## src/rtl/computer_pkg.sv

```systemverilog
// Shared types for the unified memory path of the 4-bit computer.
// Bus controller states and requester select.
package computer_pkg;

  typedef enum logic [1:0] {
    IDLE,
    BUSY,
    RESP
  } bus_state_t;

  typedef enum logic {
    SEL_INSTR,
    SEL_DATA
  } port_sel_t;

  function automatic int unsigned tmr_width(
    input int unsigned lat
  );
    return (lat < 1) ? 1 : $clog2(lat + 1);
  endfunction

endpackage

```

## src/rtl/mem_bus_ctrl_if.sv

```systemverilog
// CPU fetch/data ports, stall reporting and memory port bundle.
// slave: controller view; master: CPU and memory view.
interface mem_bus_ctrl_if #(
  parameter int DWIDTH = 8,
  parameter int IWIDTH = 16,
  parameter int COUNTW = 16
);

  logic              i_req;
  logic [DWIDTH-1:0] i_addr;
  logic              i_ack;
  logic [IWIDTH-1:0] i_rdata;

  logic              d_req;
  logic              d_we;
  logic [DWIDTH-1:0] d_addr;
  logic [DWIDTH-1:0] d_wdata;
  logic              d_ack;
  logic [DWIDTH-1:0] d_rdata;

  logic              stall;
  logic              stall_clr;
  logic [COUNTW-1:0] stall_cnt;

  logic              mem_en;
  logic              mem_we;
  logic [DWIDTH-1:0] mem_addr;
  logic [DWIDTH-1:0] mem_wdata;
  logic [IWIDTH-1:0] mem_rdata;

  modport slave (
    input  i_req, i_addr,
    input  d_req, d_we, d_addr, d_wdata,
    input  stall_clr, mem_rdata,
    output i_ack, i_rdata,
    output d_ack, d_rdata,
    output stall, stall_cnt,
    output mem_en, mem_we,
    output mem_addr, mem_wdata
  );

  modport master (
    output i_req, i_addr,
    output d_req, d_we, d_addr, d_wdata,
    output stall_clr, mem_rdata,
    input  i_ack, i_rdata,
    input  d_ack, d_rdata,
    input  stall, stall_cnt,
    input  mem_en, mem_we,
    input  mem_addr, mem_wdata
  );

endinterface

```

## src/rtl/mem_bus_ctrl_timer.sv

```systemverilog
// Loadable down-counter that flags when the memory
// response is due; holds at zero once expired.
module mem_lat_timer #(
  parameter int LATENCY = 2,
  parameter int TW      = $clog2(LATENCY + 1)
) (
  input  logic clk,
  input  logic rst_n,
  input  logic load,
  input  logic dec,
  output logic done
);

  localparam logic [TW-1:0] LOADV = TW'(LATENCY);

  logic [TW-1:0] cnt;

  always_ff @(posedge clk or negedge rst_n) begin
    if (!rst_n) begin
      cnt <= '0;
    end else if (load) begin
      cnt <= LOADV;
    end else if (dec && cnt != '0) begin
      cnt <= cnt - 1'b1;
    end
  end

  assign done = (cnt == '0);

endmodule

```

## src/rtl/mem_bus_ctrl.sv

```systemverilog
// Shared single-port memory controller: fetch/data arbitration,
// fixed-latency access sequencing and stall-cycle accounting.
module mem_bus_ctrl
  import computer_pkg::*;
#(
  parameter int DWIDTH  = 8,
  parameter int IWIDTH  = 16,
  parameter int LATENCY = 2,
  parameter int COUNTW  = 16
) (
  input logic           clk,
  input logic           reset,
  mem_bus_ctrl_if.slave bus
);

  localparam int TW = tmr_width(LATENCY);

  bus_state_t        state;
  port_sel_t         sel;
  logic              is_st;
  logic              i_ack_q;
  logic              d_ack_q;
  logic [IWIDTH-1:0] i_rdata_q;
  logic [DWIDTH-1:0] d_rdata_q;
  logic              mem_en_q;
  logic              mem_we_q;
  logic [DWIDTH-1:0] mem_addr_q;
  logic [DWIDTH-1:0] mem_wdata_q;
  logic [COUNTW-1:0] cnt_q;

  logic tmr_load;
  logic tmr_dec;
  logic tmr_done;
  logic stall;

  assign tmr_load = (state == IDLE)
                  & (bus.d_req | bus.i_req);
  assign tmr_dec  = (state == BUSY);

  mem_lat_timer #(
    .LATENCY(LATENCY),
    .TW     (TW)
  ) u_tmr (
    .clk  (clk),
    .rst_n(reset),
    .load (tmr_load),
    .dec  (tmr_dec),
    .done (tmr_done)
  );

  always_ff @(posedge clk or negedge reset) begin
    if (!reset) begin
      state       <= IDLE;
      sel         <= SEL_INSTR;
      is_st       <= 1'b0;
      i_ack_q     <= 1'b0;
      d_ack_q     <= 1'b0;
      i_rdata_q   <= '0;
      d_rdata_q   <= '0;
      mem_en_q    <= 1'b0;
      mem_we_q    <= 1'b0;
      mem_addr_q  <= '0;
      mem_wdata_q <= '0;
    end else begin
      mem_en_q <= 1'b0;
      mem_we_q <= 1'b0;
      unique case (state)
        IDLE: begin
          // data port wins any tie with fetch
          if (bus.d_req) begin
            state       <= BUSY;
            sel         <= SEL_DATA;
            is_st       <= bus.d_we;
            mem_en_q    <= 1'b1;
            mem_we_q    <= bus.d_we;
            mem_addr_q  <= bus.d_addr;
            mem_wdata_q <= bus.d_wdata;
          end else if (bus.i_req) begin
            state       <= BUSY;
            sel         <= SEL_INSTR;
            is_st       <= 1'b0;
            mem_en_q    <= 1'b1;
            mem_we_q    <= 1'b0;
            mem_addr_q  <= bus.i_addr;
            mem_wdata_q <= '0;
          end
        end
        BUSY: begin
          if (tmr_done) begin
            state <= RESP;
            if (sel == SEL_DATA) begin
              d_ack_q <= 1'b1;
              if (!is_st) begin
                d_rdata_q <= bus.mem_rdata[DWIDTH-1:0];
              end
            end else begin
              i_ack_q   <= 1'b1;
              i_rdata_q <= bus.mem_rdata;
            end
          end
        end
        RESP: begin
          i_ack_q <= 1'b0;
          d_ack_q <= 1'b0;
          state   <= IDLE;
        end
        default: begin
          state <= IDLE;
        end
      endcase
    end
  end

  // held low while reset is asserted so every output reads 0
  assign stall = reset
               & ((bus.i_req & ~i_ack_q)
               |  (bus.d_req & ~d_ack_q));

  always_ff @(posedge clk or negedge reset) begin
    if (!reset) begin
      cnt_q <= '0;
    end else if (bus.stall_clr) begin
      cnt_q <= '0;
    end else if (stall && cnt_q != '1) begin
      cnt_q <= cnt_q + 1'b1;
    end
  end

  assign bus.i_ack     = i_ack_q;
  assign bus.i_rdata   = i_rdata_q;
  assign bus.d_ack     = d_ack_q;
  assign bus.d_rdata   = d_rdata_q;
  assign bus.stall     = stall;
  assign bus.stall_cnt = cnt_q;
  assign bus.mem_en    = mem_en_q;
  assign bus.mem_we    = mem_we_q;
  assign bus.mem_addr  = mem_addr_q;
  assign bus.mem_wdata = mem_wdata_q;

endmodule

```

## src/flat_wrapper.sv

```systemverilog
// flat-port wrapper written by rule: the top's interface ports become plain ports
module mem_bus_ctrl_flat import computer_pkg::*;
#(
  parameter int DWIDTH  = 8,
  parameter int IWIDTH  = 16,
  parameter int LATENCY = 2,
  parameter int COUNTW  = 16
)
  (clk, reset, bus_i_req, bus_i_addr, bus_d_req, bus_d_we, bus_d_addr, bus_d_wdata, bus_stall_clr, bus_mem_rdata, bus_i_ack, bus_i_rdata, bus_d_ack, bus_d_rdata, bus_stall, bus_stall_cnt, bus_mem_en, bus_mem_we, bus_mem_addr, bus_mem_wdata);
  mem_bus_ctrl_if #(.DWIDTH(DWIDTH), .IWIDTH(IWIDTH), .COUNTW(COUNTW)) bus_i ();
  input logic clk;
  input logic reset;
  input wire logic [$bits(bus_i.i_req)-1:0] bus_i_req;
  input wire logic [$bits(bus_i.i_addr)-1:0] bus_i_addr;
  input wire logic [$bits(bus_i.d_req)-1:0] bus_d_req;
  input wire logic [$bits(bus_i.d_we)-1:0] bus_d_we;
  input wire logic [$bits(bus_i.d_addr)-1:0] bus_d_addr;
  input wire logic [$bits(bus_i.d_wdata)-1:0] bus_d_wdata;
  input wire logic [$bits(bus_i.stall_clr)-1:0] bus_stall_clr;
  input wire logic [$bits(bus_i.mem_rdata)-1:0] bus_mem_rdata;
  output wire logic [$bits(bus_i.i_ack)-1:0] bus_i_ack;
  output wire logic [$bits(bus_i.i_rdata)-1:0] bus_i_rdata;
  output wire logic [$bits(bus_i.d_ack)-1:0] bus_d_ack;
  output wire logic [$bits(bus_i.d_rdata)-1:0] bus_d_rdata;
  output wire logic [$bits(bus_i.stall)-1:0] bus_stall;
  output wire logic [$bits(bus_i.stall_cnt)-1:0] bus_stall_cnt;
  output wire logic [$bits(bus_i.mem_en)-1:0] bus_mem_en;
  output wire logic [$bits(bus_i.mem_we)-1:0] bus_mem_we;
  output wire logic [$bits(bus_i.mem_addr)-1:0] bus_mem_addr;
  output wire logic [$bits(bus_i.mem_wdata)-1:0] bus_mem_wdata;
  assign bus_i.i_req = bus_i_req;
  assign bus_i.i_addr = bus_i_addr;
  assign bus_i.d_req = bus_d_req;
  assign bus_i.d_we = bus_d_we;
  assign bus_i.d_addr = bus_d_addr;
  assign bus_i.d_wdata = bus_d_wdata;
  assign bus_i.stall_clr = bus_stall_clr;
  assign bus_i.mem_rdata = bus_mem_rdata;
  assign bus_i_ack = bus_i.i_ack;
  assign bus_i_rdata = bus_i.i_rdata;
  assign bus_d_ack = bus_i.d_ack;
  assign bus_d_rdata = bus_i.d_rdata;
  assign bus_stall = bus_i.stall;
  assign bus_stall_cnt = bus_i.stall_cnt;
  assign bus_mem_en = bus_i.mem_en;
  assign bus_mem_we = bus_i.mem_we;
  assign bus_mem_addr = bus_i.mem_addr;
  assign bus_mem_wdata = bus_i.mem_wdata;
  mem_bus_ctrl #(.DWIDTH(DWIDTH), .IWIDTH(IWIDTH), .LATENCY(LATENCY), .COUNTW(COUNTW)) u_core (.clk(clk), .reset(reset), .bus(bus_i));
endmodule
```

## config.mk

```make
export PLATFORM = sky130hd
export DESIGN_NAME = mem_bus_ctrl_flat
export DESIGN_NICKNAME = d
export VERILOG_FILES = /design/src/rtl/computer_pkg.sv /design/src/rtl/mem_bus_ctrl_if.sv /design/src/rtl/mem_bus_ctrl_timer.sv /design/src/rtl/mem_bus_ctrl.sv /design/src/flat_wrapper.sv
export SDC_FILE = /design/constraint.sdc
export NUM_CORES = 1
export LEC_CHECK = 0
export ABC_CLOCK_PERIOD_IN_PS = 1800
export CAP_MARGIN = 5
export CORE_AREA = 2 2 63 95
export DETAILED_ROUTE_END_ITERATION = 10
export DIE_AREA = 0 0 65 97
export DONT_BUFFER_PORTS = 1
export GPL_ROUTABILITY_DRIVEN = 0
export GPL_TIMING_DRIVEN = 1
export PLACE_DENSITY = 0.8
export SLEW_MARGIN = 20
export SYNTH_ARGS = -nofsm -noshare
export SYNTH_HDL_FRONTEND = slang
export SYNTH_SLANG_ARGS = --single-unit
```

## constraint.sdc

```tcl
create_clock -name clk -period 1.8 [get_ports clk]
set_input_delay 0.36 -clock clk [delete_from_list [all_inputs] [get_ports clk]]
set_output_delay 0.36 -clock clk [all_outputs]
set_load 0.01 [all_outputs]
```

Yosys cells after proc, flatten, opt, wreduce, memory -nomap -nowiden
Cells that the tools add are included.
{"block": "word_totals", "ff_bits": 66, "inputBits": 46, "output_inout_bits": 61}
{"block": "op_classes", "add_sub_neg": 2, "n_eq_ne": 7, "muxes": 26, "bitwise": 10, "n_reduce_logical": 15}
{"op": "$mux 16", "count": 2}
{"op": "$mux 8", "count": 4}
{"op": "$add 16x1->16 const B", "count": 1}
{"op": "$ne 16x16->1 const B", "count": 1}
{"op": "$mux 1", "count": 12}
{"op": "$mux 2", "count": 5}
{"op": "$reduce_bool 2->1", "count": 5}
{"op": "$reduce_and 3->1", "count": 3}
{"op": "$and 1x1->1", "count": 4}
{"op": "$logic_not 2->1", "count": 2}
{"op": "$ne 2x1->1 const B", "count": 2}
{"op": "$not 1->1", "count": 4}
{"op": "$pmux 1 s2", "count": 2}
{"op": "$pmux 2 s2", "count": 1}
{"op": "$reduce_and 2->1", "count": 2}
{"op": "$reduce_and 4->1", "count": 1}
{"op": "$ne 3x3->1 const B", "count": 1}
{"op": "$eq 2x1->1 const B", "count": 1}
{"op": "$eq 2x2->1 const B", "count": 1}
{"op": "$logic_and 1x1->1", "count": 2}
{"op": "$ne 2x2->1 const B", "count": 1}
{"op": "$or 1x1->1", "count": 2}
{"op": "$sub 2x1->2 const B", "count": 1}

Longest topological paths before layout
{"block": "depth", "depth_word": 7, "mapped_depth": 6}

By module
From an unflattened synthesis, not the netlist that was laid out.
{"block": "hier_totals", "cells_unflattened": 247, "hier_area_um2": 2940.3}
{"module": "mem_bus_ctrl", "instances": 1, "cells_each": 235, "area_per_inst_um2": 2811.4, "seq_area_each_um2": 1601.5}
{"module": "mem_lat_timer", "instances": 1, "cells_each": 12, "area_per_inst_um2": 128.9, "seq_area_each_um2": 50.0}

Worst setup path after synthesis
No wires, ideal clock.
{"block": "synth_timing", "path_type": "register to register", "from": "reg u_core.cnt_q[2], in the netlist u_core.bus.stall_cnt[2]", "to": "reg u_core.cnt_q[15], in the netlist u_core.bus.stall_cnt[15]", "setup_time_ns": 0.125, "arrival_time_ns": 1.792, "t_required_ns": 1.675, "path_slack_ns": -0.116, "stages_incl_launch_ff": 5, "period_less_slack_ns": 1.916, "path_cell_list": "dfrtp_1 -> nand4_4 -> or4_4 -> nor4_1 -> mux2_2"}
{"block": "synth_between", "elab_chain_len": 3, "word_cells_on_any_way": 6}
{"item": "start: declaration", "line": "mem_bus_ctrl.sv:29", "rtl": "logic [COUNTW-1:0] cnt_q;"}
{"item": "start signal: assignment", "line": "mem_bus_ctrl.sv:125", "rtl": "cnt_q <= cnt_q + 1'b1;"}
{"item": "$add 16x1->16 / $ne 16x16->1 (equally long branches)", "line": "mem_bus_ctrl.sv:125, mem_bus_ctrl.sv:124"}
{"item": "$mux 16 / $logic_and 1x1->1 (equally long branches)", "line": "mem_bus_ctrl.sv:124", "rtl": "end else if (stall && cnt_q != '1) begin"}
{"item": "$mux 16 / $reduce_bool 2->1 (equally long branches)"}
Several ways; a longest one is shown, not always the timed one. The select of a mux whose other input is x is not followed.
A chain may end at the register's enable or synchronous reset.

Final worst setup path
{"block": "layout_timing", "from": "reg u_core.cnt_q[0], in the netlist u_core.bus.stall_cnt[0]", "to": "reg u_core.cnt_q[8], in the netlist u_core.bus.stall_cnt[8]"}
Same word-level chain as after synthesis.

==> metrics.log <==
[metrics] run status: finished with violations
[metrics] failing checks: negative hold slack
[metrics] nets@finish: 345
[metrics] GRT Util Overall: 22.7%
[metrics] Synth Net Count: 304
[metrics] CP max stage cell: sky130_fd_sc_hd__or4_1
[metrics] final count of pins violating max slew: 0
[metrics] maximum single-stage delay on the critical path: 0.49 ns
[metrics] total I/O pin count: 107
[metrics] wire length of the first global-routing pass: 10700 um
[metrics] post-synthesis cell count: 253
[metrics] Placed Cells incl. Taps: 344
[metrics] syn avg cell area: 11.8 sq um
[metrics] most instantiated cells after synthesis: sky130_fd_sc_hd__dfrtp_1, sky130_fd_sc_hd__mux2_2, sky130_fd_sc_hd__nand2_1
[metrics] Non-Filler Cell Area, Final: 3570 sq um
[metrics] count of input and output buffers: 0
[metrics] final worst hold slack: -0.297 ns
[metrics] vias per cell: 5.87
[metrics] top achievable clock speed: 570 MHz
[metrics] Die Width: 65 um
[metrics] number of max-cap violations: 0
[metrics] CTS H-Tree Depth: 3
[metrics] type of the setup path with the least slack: reg -> reg
[metrics] starting density of the core: 55.4%
[metrics] critical path data arrival time: 2.02 ns
[metrics] Final Hold Viols: 66
[metrics] main area contributors after synthesis: sky130_fd_sc_hd__dfrtp_1, sky130_fd_sc_hd__mux2_2, sky130_fd_sc_hd__mux2i_1
[metrics] routed len/inst: 18.1 um
[metrics] DR iter-0 viols: 157
[metrics] total overflow reported by the global router: 0
[metrics] initial antenna violation count: 0
[metrics] YS warnings: 0
[metrics] Power Density: 1410 nW/um^2
[metrics] clock sink count: 66
[metrics] fraction of synthesized cell area taken by the top area cell type: 55.1%
[metrics] flop-to-flop setup slack: 0.04 ns
[metrics] final critical path time including I/O delays and setup: 1.76 ns
[metrics] crit path setup slack, layout: 0.0445 ns
[metrics] launch point of the worst reg-to-reg path: u_core.bus.stall_cnt[0]
[metrics] share of synthesized registers carrying an async set or reset: 100%
[metrics] Clock Path Buffers: 2
[metrics] Cell variety after synth: 42
[metrics] Core Util, Final: 65.9%
[metrics] dpl ws: 0.0474 ns
[metrics] floorplan row count: 33
[metrics] vertical die dimension: 97 um
[metrics] clock-pin slew on the worst setup and hold paths: 0.07 ns
[metrics] number of diodes added for antenna fixing: 0
[metrics] critical-path cell list: ha_1 -> nand3_2 -> or2_1 -> or4_1 -> a21oi_1
[metrics] Syn Std Cell Area: 3000 sq um
[metrics] Worst Reg2Reg Path Length in Cells: 5
[metrics] Std-Cell Core Area: 5410 sq um
[metrics] Routed Antenna Nets: 0
[metrics] CTS Root Cell: sky130_fd_sc_hd__clkbuf_8
[metrics] Max Clock Skew: 0.0117 ns
[metrics] most used standard cell by instance count after synthesis: sky130_fd_sc_hd__dfrtp_1
[metrics] Lkg Pwr: 1.61 nW
[metrics] vias in the first global route: 2243
[metrics] required time reported for the critical path endpoint: 2.07 ns
[metrics] CTS tree: yes
[metrics] instance area after placement: 3280 sq um
[metrics] Post-synth EDFFs: 0
[metrics] Slew @ Worst Pin: 0.896 ns
[metrics] maximum ir drop on the vdd rail: 1160 uV
[metrics] predominant post-synthesis flop cell: sky130_fd_sc_hd__dfrtp_1
[metrics] critical-path maximum fanout: 4
[metrics] pin count of the biggest net entering global routing: 70
[metrics] remaining max-slew budget at the tightest pin: 40.3%
[metrics] area delta synth->final: 19.0%
[metrics] layout cell share with drive strength beyond 1: 35.1%
[metrics] final-report setup violation count: 0
[metrics] total iterations of the first detailed-routing run: 4
[metrics] final sum of negative setup slack: 0 ns
[metrics] destination of the worst register-to-register timing path: u_core.bus.stall_cnt[8]
[metrics] class of the most critical hold timing path: in -> async
[metrics] cell taking the most area after synthesis: sky130_fd_sc_hd__dfrtp_1
[metrics] Setup crit start kind: flip-flop
[metrics] filler-free cell count of the finished design: 369
[metrics] TritonCTS buffer count: 9
[metrics] wirelength, routed: 6680 um
[metrics] Post-DP HPWL: 4700 um
[metrics] latest clock arrival within the worst-skew pair: 0.35 ns
[metrics] post-route fraction of the period consumed by the critical path: 97.5%
[metrics] synthesis-stage register bit count: 66
[metrics] residual DRC count: 0
[metrics] Overall Power: 5.02 mW
[metrics] register area share after synthesis: 55.1%
[metrics] Die Outline Area: 6310 sq um
[metrics] Critical Path End Type: flip-flop
[metrics] via count: 2165
## repair_timing
item / CTS / global route
hold endpoints to repair: 66 / 66
pin swaps: 0 / 4
setup endpoints to repair: 1 / 17
resized for setup: 0 / 7
setup buffers: 1 / 8
## flip-flops by register name, summed over array words and instances, names as in the netlist
name / count
u_core.bus.d_ack: 1
u_core.bus.d_rdata: 8
u_core.bus.i_ack: 1
u_core.bus.i_rdata: 16
u_core.bus.mem_addr: 8
u_core.bus.mem_en: 1
u_core.bus.mem_wdata: 8
u_core.bus.mem_we: 1
u_core.bus.stall_cnt: 16
u_core.is_st: 1
u_core.sel: 1
u_core.state: 2
u_core.u_tmr.cnt: 2
## layout make-up
| cell class | instances | area, sq um |
|---|---|---|
| timing repair buffer | 40 | 313 |
| clock buffer | 9 | 124 |
| tap | 70 | 87.6 |
| fill | 421 | 1840 |
| inverter | 9 | 33.8 |
| multi-input combinational | 168 | 1270 |
| clock inverter | 7 | 75.1 |
| sequential | 66 | 1660 |
## cells by family (layout without fill, tap and decap cells)
| family | count (synthesis) | count (layout) | share of synthesized area [%] |
|---|---|---|---|
| flip-flops | 66 | 66 | 55.1 |
| XOR/XNOR | 1 | 1 | 0.292 |
| adder cells (fa/ha/maj) | 5 | 5 | 2.09 |
| AO/OA/AOI/OAI | 56 | 56 | 11.9 |
| buffers and inverters | 19 | 65 | 3.38 |
| AND/OR/NAND/NOR | 70 | 70 | 14.0 |
| multiplexers | 36 | 36 | 13.2 |
## worst max path at each step
stage                                  start                        to  slack (ns)  cells after the start
finish               u_core.bus.stall_cnt[0]   u_core.bus.stall_cnt[8]        0.04                      5
global route         u_core.bus.stall_cnt[0]   u_core.bus.stall_cnt[2]       -0.05                      6
CTS                 u_core.bus.stall_cnt[12]   u_core.bus.stall_cnt[9]        0.02                      4
detailed placement  u_core.bus.stall_cnt[10]  u_core.bus.stall_cnt[15]        0.05                      4
global placement    u_core.bus.stall_cnt[10]  u_core.bus.stall_cnt[15]        0.08                      4
floorplan                   u_core.bus.d_ack                 bus_stall        0.02                      4
## critical path: cells and delay by family (launching register included)
kind / cells / cell delay, ns
compound gates: 1 / 0.15
flops: 1 / 0.37
fa+ha+maj: 1 / 0.26
simple gates: 3 / 0.91
## layer usage
layer	global-route usage (%)	vias up	wire, um
met4	11.0	0	142
met5	0	-	0
met1	23.4	1056	2350
met3	8.14	10	468
li1	-	1010	-
met2	39.6	89	3720
## layout by cell type, fill, tap and decap left out, types with 3 or more instances in the layout
cell                       synthesis  final
sky130_fd_sc_hd__dfrtp_1          66     60
sky130_fd_sc_hd__buf_4             0     39
sky130_fd_sc_hd__mux2_2           28     28
sky130_fd_sc_hd__nand2_1          21     21
sky130_fd_sc_hd__o21ai_0          16     15
sky130_fd_sc_hd__a21oi_1          13     12
sky130_fd_sc_hd__inv_1             9      9
sky130_fd_sc_hd__o31ai_1           9      9
sky130_fd_sc_hd__clkbuf_8          3      9
sky130_fd_sc_hd__nor2_1            8      8
sky130_fd_sc_hd__a22o_1            8      8
sky130_fd_sc_hd__mux2i_1           8      8
sky130_fd_sc_hd__dfrtp_2           0      6
sky130_fd_sc_hd__or4_1             6      5
sky130_fd_sc_hd__nor2b_1           5      5
sky130_fd_sc_hd__ha_1              5      5
sky130_fd_sc_hd__nand4_1           4      4
sky130_fd_sc_hd__o211ai_1          3      3
sky130_fd_sc_hd__nor4_1            4      3
sky130_fd_sc_hd__a21o_1            3      3
## report_power, final
group | leakage (nW) | total [mW] | switching (mW) | internal [mW]
combinational | 0.689 | 1.16 | 0.542 | 0.620
clock | 0.104 | 1.24 | 0.591 | 0.648
sequential | 0.814 | 2.62 | 0.592 | 2.03
No activity file was read; power rests on OpenSTA's default activity.
